### src/rtl/aes_round_ctrl_if.sv
// Handshake, abort and datapath-strobe bundle between the AES round sequencer and its
// surroundings. The master side is the sequencer; the slave side is the block user.
interface aes_round_ctrl_if #(
    parameter int unsigned CNT_W = 4
);
    logic             in_valid;
    logic             in_ready;
    logic             out_valid;
    logic             out_ready;
    logic             abort;
    logic             dp_load;
    logic             dp_round_en;
    logic             dp_skip_mix;
    logic [CNT_W-1:0] round_num;
    logic             busy;

    modport master (
        input  in_valid, out_ready, abort,
        output in_ready, out_valid, dp_load, dp_round_en, dp_skip_mix, round_num, busy
    );

    modport slave (
        output in_valid, out_ready, abort,
        input  in_ready, out_valid, dp_load, dp_round_en, dp_skip_mix, round_num, busy
    );
endinterface

### src/rtl/aes_round_ctrl.sv
// Iterative AES-128 round sequencer. Accepts one block, pulses dp_load, then issues one
// dp_round_en every STAGE_LAT cycles for NUM_ROUNDS rounds and holds out_valid until taken.
// All datapath strobes are registered decodes of the next state.
module aes_round_ctrl #(
    parameter int unsigned NUM_ROUNDS = 10,
    parameter int unsigned STAGE_LAT  = 3,
    parameter int unsigned CNT_W      = 4
) (
    input  logic             clk,
    input  logic             rst_n,
    aes_round_ctrl_if.master bus
);

    typedef enum logic [1:0] {StIdle, StLoad, StRound, StDone} state_e;

    localparam logic [CNT_W-1:0] LAT_MAX   = CNT_W'(STAGE_LAT - 1);
    localparam logic [CNT_W-1:0] RND_MAX   = CNT_W'(NUM_ROUNDS);
    localparam logic             LAT_ONE   = (STAGE_LAT == 1);
    localparam logic             ONE_ROUND = (NUM_ROUNDS == 1);

    state_e           r_state;
    logic [CNT_W-1:0] r_round;
    logic [CNT_W-1:0] r_lat;
    logic             r_out_valid;
    logic             r_dp_load;
    logic             r_dp_round_en;
    logic             r_dp_skip_mix;
    logic             r_busy;

    logic [CNT_W-1:0] w_lat_inc;
    logic [CNT_W-1:0] w_round_inc;
    logic             w_last_lat;
    logic             w_more_rounds;

    assign w_lat_inc     = r_lat + CNT_W'(1);
    assign w_round_inc   = r_round + CNT_W'(1);
    assign w_last_lat    = (r_lat == LAT_MAX);
    assign w_more_rounds = (r_round < RND_MAX);

    // Sequencer FSM; strobes are computed for the state being entered so they are registered.
    always_ff @(posedge clk or negedge rst_n) begin
        if (!rst_n) begin
            r_state       <= StIdle;
            r_round       <= '0;
            r_lat         <= '0;
            r_out_valid   <= 1'b0;
            r_dp_load     <= 1'b0;
            r_dp_round_en <= 1'b0;
            r_dp_skip_mix <= 1'b0;
            r_busy        <= 1'b0;
        end else begin
            r_dp_load     <= 1'b0;
            r_dp_round_en <= 1'b0;
            if (bus.abort && (r_state != StIdle)) begin
                // Cancel drops the block wherever it is; no capture strobe follows.
                r_state       <= StIdle;
                r_round       <= '0;
                r_lat         <= '0;
                r_out_valid   <= 1'b0;
                r_dp_skip_mix <= 1'b0;
                r_busy        <= 1'b0;
            end else begin
                unique case (r_state)
                    StIdle: begin
                        if (bus.in_valid) begin
                            r_state   <= StLoad;
                            r_dp_load <= 1'b1;
                            r_busy    <= 1'b1;
                            r_round   <= '0;
                            r_lat     <= '0;
                        end
                    end
                    StLoad: begin
                        r_state       <= StRound;
                        r_round       <= CNT_W'(1);
                        r_lat         <= '0;
                        r_dp_round_en <= LAT_ONE;
                        r_dp_skip_mix <= ONE_ROUND;
                    end
                    StRound: begin
                        if (w_last_lat) begin
                            r_lat <= '0;
                            if (w_more_rounds) begin
                                r_round       <= w_round_inc;
                                r_dp_round_en <= LAT_ONE;
                                r_dp_skip_mix <= (w_round_inc == RND_MAX);
                            end else begin
                                r_state       <= StDone;
                                r_out_valid   <= 1'b1;
                                r_dp_skip_mix <= 1'b0;
                            end
                        end else begin
                            r_lat         <= w_lat_inc;
                            r_dp_round_en <= (w_lat_inc == LAT_MAX);
                        end
                    end
                    StDone: begin
                        if (bus.out_ready) begin
                            r_state     <= StIdle;
                            r_out_valid <= 1'b0;
                            r_busy      <= 1'b0;
                            r_round     <= '0;
                        end
                    end
                    default: r_state <= StIdle;
                endcase
            end
        end
    end

    assign bus.in_ready    = (r_state == StIdle);
    assign bus.out_valid   = r_out_valid;
    assign bus.dp_load     = r_dp_load;
    assign bus.dp_round_en = r_dp_round_en;
    assign bus.dp_skip_mix = r_dp_skip_mix;
    assign bus.round_num   = r_round;
    assign bus.busy        = r_busy;

endmodule
### src/flat_wrapper.sv
// flat-port wrapper written by rule: the top's interface ports become plain ports
module aes_round_ctrl_flat 
#(
    parameter int unsigned NUM_ROUNDS = 10,
    parameter int unsigned STAGE_LAT  = 3,
    parameter int unsigned CNT_W      = 4
)
  (clk, rst_n, bus_in_valid, bus_out_ready, bus_abort, bus_in_ready, bus_out_valid, bus_dp_load, bus_dp_round_en, bus_dp_skip_mix, bus_round_num, bus_busy);
  aes_round_ctrl_if #(.CNT_W(CNT_W)) bus_i ();
  input  logic clk;
  input  logic rst_n;
  input wire logic [$bits(bus_i.in_valid)-1:0] bus_in_valid;
  input wire logic [$bits(bus_i.out_ready)-1:0] bus_out_ready;
  input wire logic [$bits(bus_i.abort)-1:0] bus_abort;
  output wire logic [$bits(bus_i.in_ready)-1:0] bus_in_ready;
  output wire logic [$bits(bus_i.out_valid)-1:0] bus_out_valid;
  output wire logic [$bits(bus_i.dp_load)-1:0] bus_dp_load;
  output wire logic [$bits(bus_i.dp_round_en)-1:0] bus_dp_round_en;
  output wire logic [$bits(bus_i.dp_skip_mix)-1:0] bus_dp_skip_mix;
  output wire logic [$bits(bus_i.round_num)-1:0] bus_round_num;
  output wire logic [$bits(bus_i.busy)-1:0] bus_busy;
  assign bus_i.in_valid = bus_in_valid;
  assign bus_i.out_ready = bus_out_ready;
  assign bus_i.abort = bus_abort;
  assign bus_in_ready = bus_i.in_ready;
  assign bus_out_valid = bus_i.out_valid;
  assign bus_dp_load = bus_i.dp_load;
  assign bus_dp_round_en = bus_i.dp_round_en;
  assign bus_dp_skip_mix = bus_i.dp_skip_mix;
  assign bus_round_num = bus_i.round_num;
  assign bus_busy = bus_i.busy;
  aes_round_ctrl #(.NUM_ROUNDS(NUM_ROUNDS), .STAGE_LAT(STAGE_LAT), .CNT_W(CNT_W)) u_core (.clk(clk), .rst_n(rst_n), .bus(bus_i));
endmodule
### config.mk
export PLATFORM = sky130hd
export DESIGN_NAME = aes_round_ctrl_flat
export DESIGN_NICKNAME = d
export VERILOG_FILES = /design/src/rtl/aes_round_ctrl_if.sv /design/src/rtl/aes_round_ctrl.sv /design/src/flat_wrapper.sv
export SDC_FILE = /design/constraint.sdc
export NUM_CORES = 1
export LEC_CHECK = 0
export BUFFER_PORTS_ARGS = -buffer_cell sky130_fd_sc_hd__buf_4
export CORE_UTILIZATION = 40
export DETAILED_ROUTE_END_ITERATION = 7
export HOLD_SLACK_MARGIN = 0.12
export MAX_ROUTING_LAYER = met4
export SLEW_MARGIN = 20
export SYNTH_ARGS = -nofsm -noshare
export SYNTH_HDL_FRONTEND = slang
export SYNTH_SLANG_ARGS = --single-unit
### constraint.sdc
create_clock -name clk -period 2.5 [get_ports clk]
set_input_delay 0.25 -clock clk [delete_from_list [all_inputs] [get_ports clk]]
set_output_delay 0.25 -clock clk [all_outputs]
set_load 0.01 [all_outputs]
==> run summary <==
status - finished clean
net total in the final layout - 125
total negative slack - 0 ps
initial antenna violation count - 0
wire length on met3 - 72 um
chip height - 50.7 um
largest net degree at the start of global routing - 16
part of the Yosys area used for sequential elements - 39.6%
Storage cell area - 375 um2
share of cells above drive strength 1 - 23.6%
synthesized net count - 107
leakage - 0.000551 uW
Reg clk slew, reported paths - 90 ps
PD cells - 893 nW/um2
Worst-Margin Slew - 589 ps
Max IR drop VDD - 0.000484 V
Final Instance Count excl. Fillers - 138
die area - 2570 um2
die width - 50.7 um
final hold violations - 0
WL per Instance - 12.8 um
num ports - 15
class of the most critical setup path - flop to flop
clock skew - 0.414 ps
core area - 2210 um2
Antenna Nets Post-Route - 0
ANT cells - 0
CP required - 2670 ps
row count - 17
vias - 715
GRT Residual Overflow - 0
Post-CTS Hold Buffers - 1
Setup crit end kind - flop
unrepaired setup endpoints after global routing - no
DR DRC count - 0
Global Route Usage Sum - 16.2%
Slew HR - 60.3%
Initial Util - 42.8%
fin crit period - 2020 ps
Post-Place Cells - 133
cells resized by post-CTS repair - 0
total power - 995 uW
CTS tree - done
CTS Buffer Depth - 2
Max Cap Violations - 0
# fillers - 226
WL met1 - 874 um
Arr. time, crit path - 2190 ps
vias per cell - 5.18
Final Max Slew Viols - 0
H-tree Lvls - 1
DR WL met2 - 795 um
drt initial violations - 3
routed wire length - 1770 um
FMAX - 496 MHz
vias in the first global route - 684
final worst setup slack - 483 ps
setup bufs post-CTS - 0
CTS buffer count - 3
dpl hpwl - 1380 um
Final Setup Violations - 0
pre-CTS setup slack - 510 ps
insertion delay to the later sink of the worst-skew pair - 280 ps
clock root cell - clkbuf_4
final worst-path cycle share - 80.7%
Post-Syn Area - 947 um2
synth warn - 0
Worst Path Max Fanout - 10
RePlAce Congestion - 0.782
Synth top area share - 39.6%
first-pass GRT wire length - 3020 um
Synth cell types - 33
cell taking the most area after synthesis - dfrtp_1
Num Clock Sinks - 15
Startpoint Class - flop
TritonRoute pass-1 iters - 3
Post-Syn Area per Cell - 10.2 um2
area grow syn2layout - 17.7%
dominant cells by area after synthesis - dfrtp_1 (40%), ha_1 (12%), mux2_4 (4.8%), inv_1 (4.0%), nand2b_1 (2.6%)
IO Port Bufs - 14
area of the multi-input gates - 524 um2
register bit total from synthesis - 15
type of the tightest min-delay check - primary input to flop
DR top layer - met4
post-synthesis cell count - 93
-- power by group --
group / leakage (uW) / switching, uW / internal, uW
Combinational: 0.000332 / 288 / 234
Clock: 0.0000177 / 80.5 / 59.4
Sequential: 0.000202 / 40.9 / 292
Total: 0.000551 / 409 / 586
-- cell usage in the layout, fill, tap and decap left out, drive strengths merged --
cell type,synthesis,routed
nor3,1,1
or3b,1,1
and2,1,1
inv,10,10
xnor2,2,2
nor2b,2,2
clkinv,0,1
o2bb2ai,2,2
nand4,1,1
a32o,1,1
nand2,5,5
nor2,4,4
o211ai,1,1
nand4b,1,1
o2111ai,1,1
nand3b,1,1
o21ai,6,6
nand2b,4,4
a21boi,1,1
clkbuf,0,3
dfrtp,15,15
buf,2,14
ha,9,9
o21a,2,2
mux2,5,5
dlygate4sd3,0,1
xor2,2,2
nand3,6,6
nor4b,1,1
o22ai,2,2
a21oi,2,2
mux2i,2,2
-- registers in the layout, indices dropped and copies added (netlist names) --
name                    count
u_core.bus.out_valid        1
u_core.bus.dp_skip_mix      1
u_core.bus.busy             1
u_core.r_lat                4
u_core.bus.dp_round_en      1
u_core.r_state              2
u_core.bus.round_num        4
u_core.bus.dp_load          1
-- synthesized netlist by cell type --
master and n:
dfrtp_1 15, inv_1 10, ha_1 9, nand2_1 5, o21ai_0 5, nand2b_1 4, nand3_1 4, nor2_1 4
mux2_4 3, a21oi_1 2, buf_2 2, mux2i_1 2, nand3_2 2, nor2b_1 2, o21a_1 2, o22ai_1 2
o2bb2ai_1 2, xnor2_1 2, xor2_1 2, a21boi_0 1, a32o_1 1, and2_1 1, mux2_1 1, mux2_2 1
nand3b_1 1, nand4_1 1, nand4b_1 1, nor3_1 1, nor4b_1 1, o2111ai_1 1, o211ai_2 1, o21ai_1 1
or3b_4 1
-- path summary, 6_finish.rpt --
path	from	to	slack (ps)	cells after the start
max	u_core.r_state[0]$_DFFE_PN0P_	u_core.r_state[1]$_DFFE_PN0P_	480	6
min	bus_in_valid	u_core.bus.dp_load$_DFF_PN0_	220	3
max reg2reg	u_core.r_state[0]$_DFFE_PN0P_	u_core.r_state[1]$_DFFE_PN0P_	480	6
min reg2reg	u_core.bus.out_valid$_DFFE_PN0P_	u_core.bus.out_valid$_DFFE_PN0P_	520	1
max in group asynchronous	rst_n	u_core.r_state[1]$_DFFE_PN0P_	1990	2
min in group asynchronous	rst_n	u_core.bus.dp_round_en$_DFF_PN0_	340	2
-- kinds of logic (layout without fill, tap and decap cells) --
| kind of cell | after synthesis | in the layout | synth area share, % |
|---|---|---|---|
| adder cells (fa/ha/maj) | 9 | 9 | 11.9 |
| flip-flops | 15 | 15 | 39.6 |
| AO/OA/AOI/OAI | 18 | 18 | 13.1 |
| buffers and inverters | 12 | 29 | 5.02 |
| AND/OR/NAND/NOR | 28 | 28 | 17.4 |
| multiplexers | 7 | 7 | 9.25 |
| XOR/XNOR | 4 | 4 | 3.70 |
-- layer usage --
metal	global-route usage [%]	up-vias
li1	-	356
met1	20.3	339
met2	25.6	15
met3	3.94	5
met4	5.56	0
met5	-	-
-- worst max-delay path, cell delays in order (launching register included) --
cell      delay, ps
dfrtp_1         420
inv_1           110
ha_1            280
nand2b_1        360
nand3b_1        220
nand4_1         190
mux2_1          330
-- cell type report --
class | count | share of cell area (%)
tap | 28 | 3.14
timing repair buffer | 15 | 10.3
sequential | 15 | 33.7
clock buffer | 3 | 2.02
clock inverter | 1 | 0.449
multi-input combinational | 66 | 47.0
inverter | 10 | 3.37
-- stage by stage --
step | instance area (um2) | utilization [%] | hold slack [ps]
2_1_floorplan | 947 | - | -45.6
3_3_place_gp | 1080 | 48.7 | 117
3_5_place_dp | 1080 | 48.7 | 116
4_1_cts | 1110 | 50.4 | 231
5_1_grt | 1110 | 50.4 | 239
6_report | 1110 | 50.4 | 224
No activity file was read; power rests on OpenSTA's default activity.
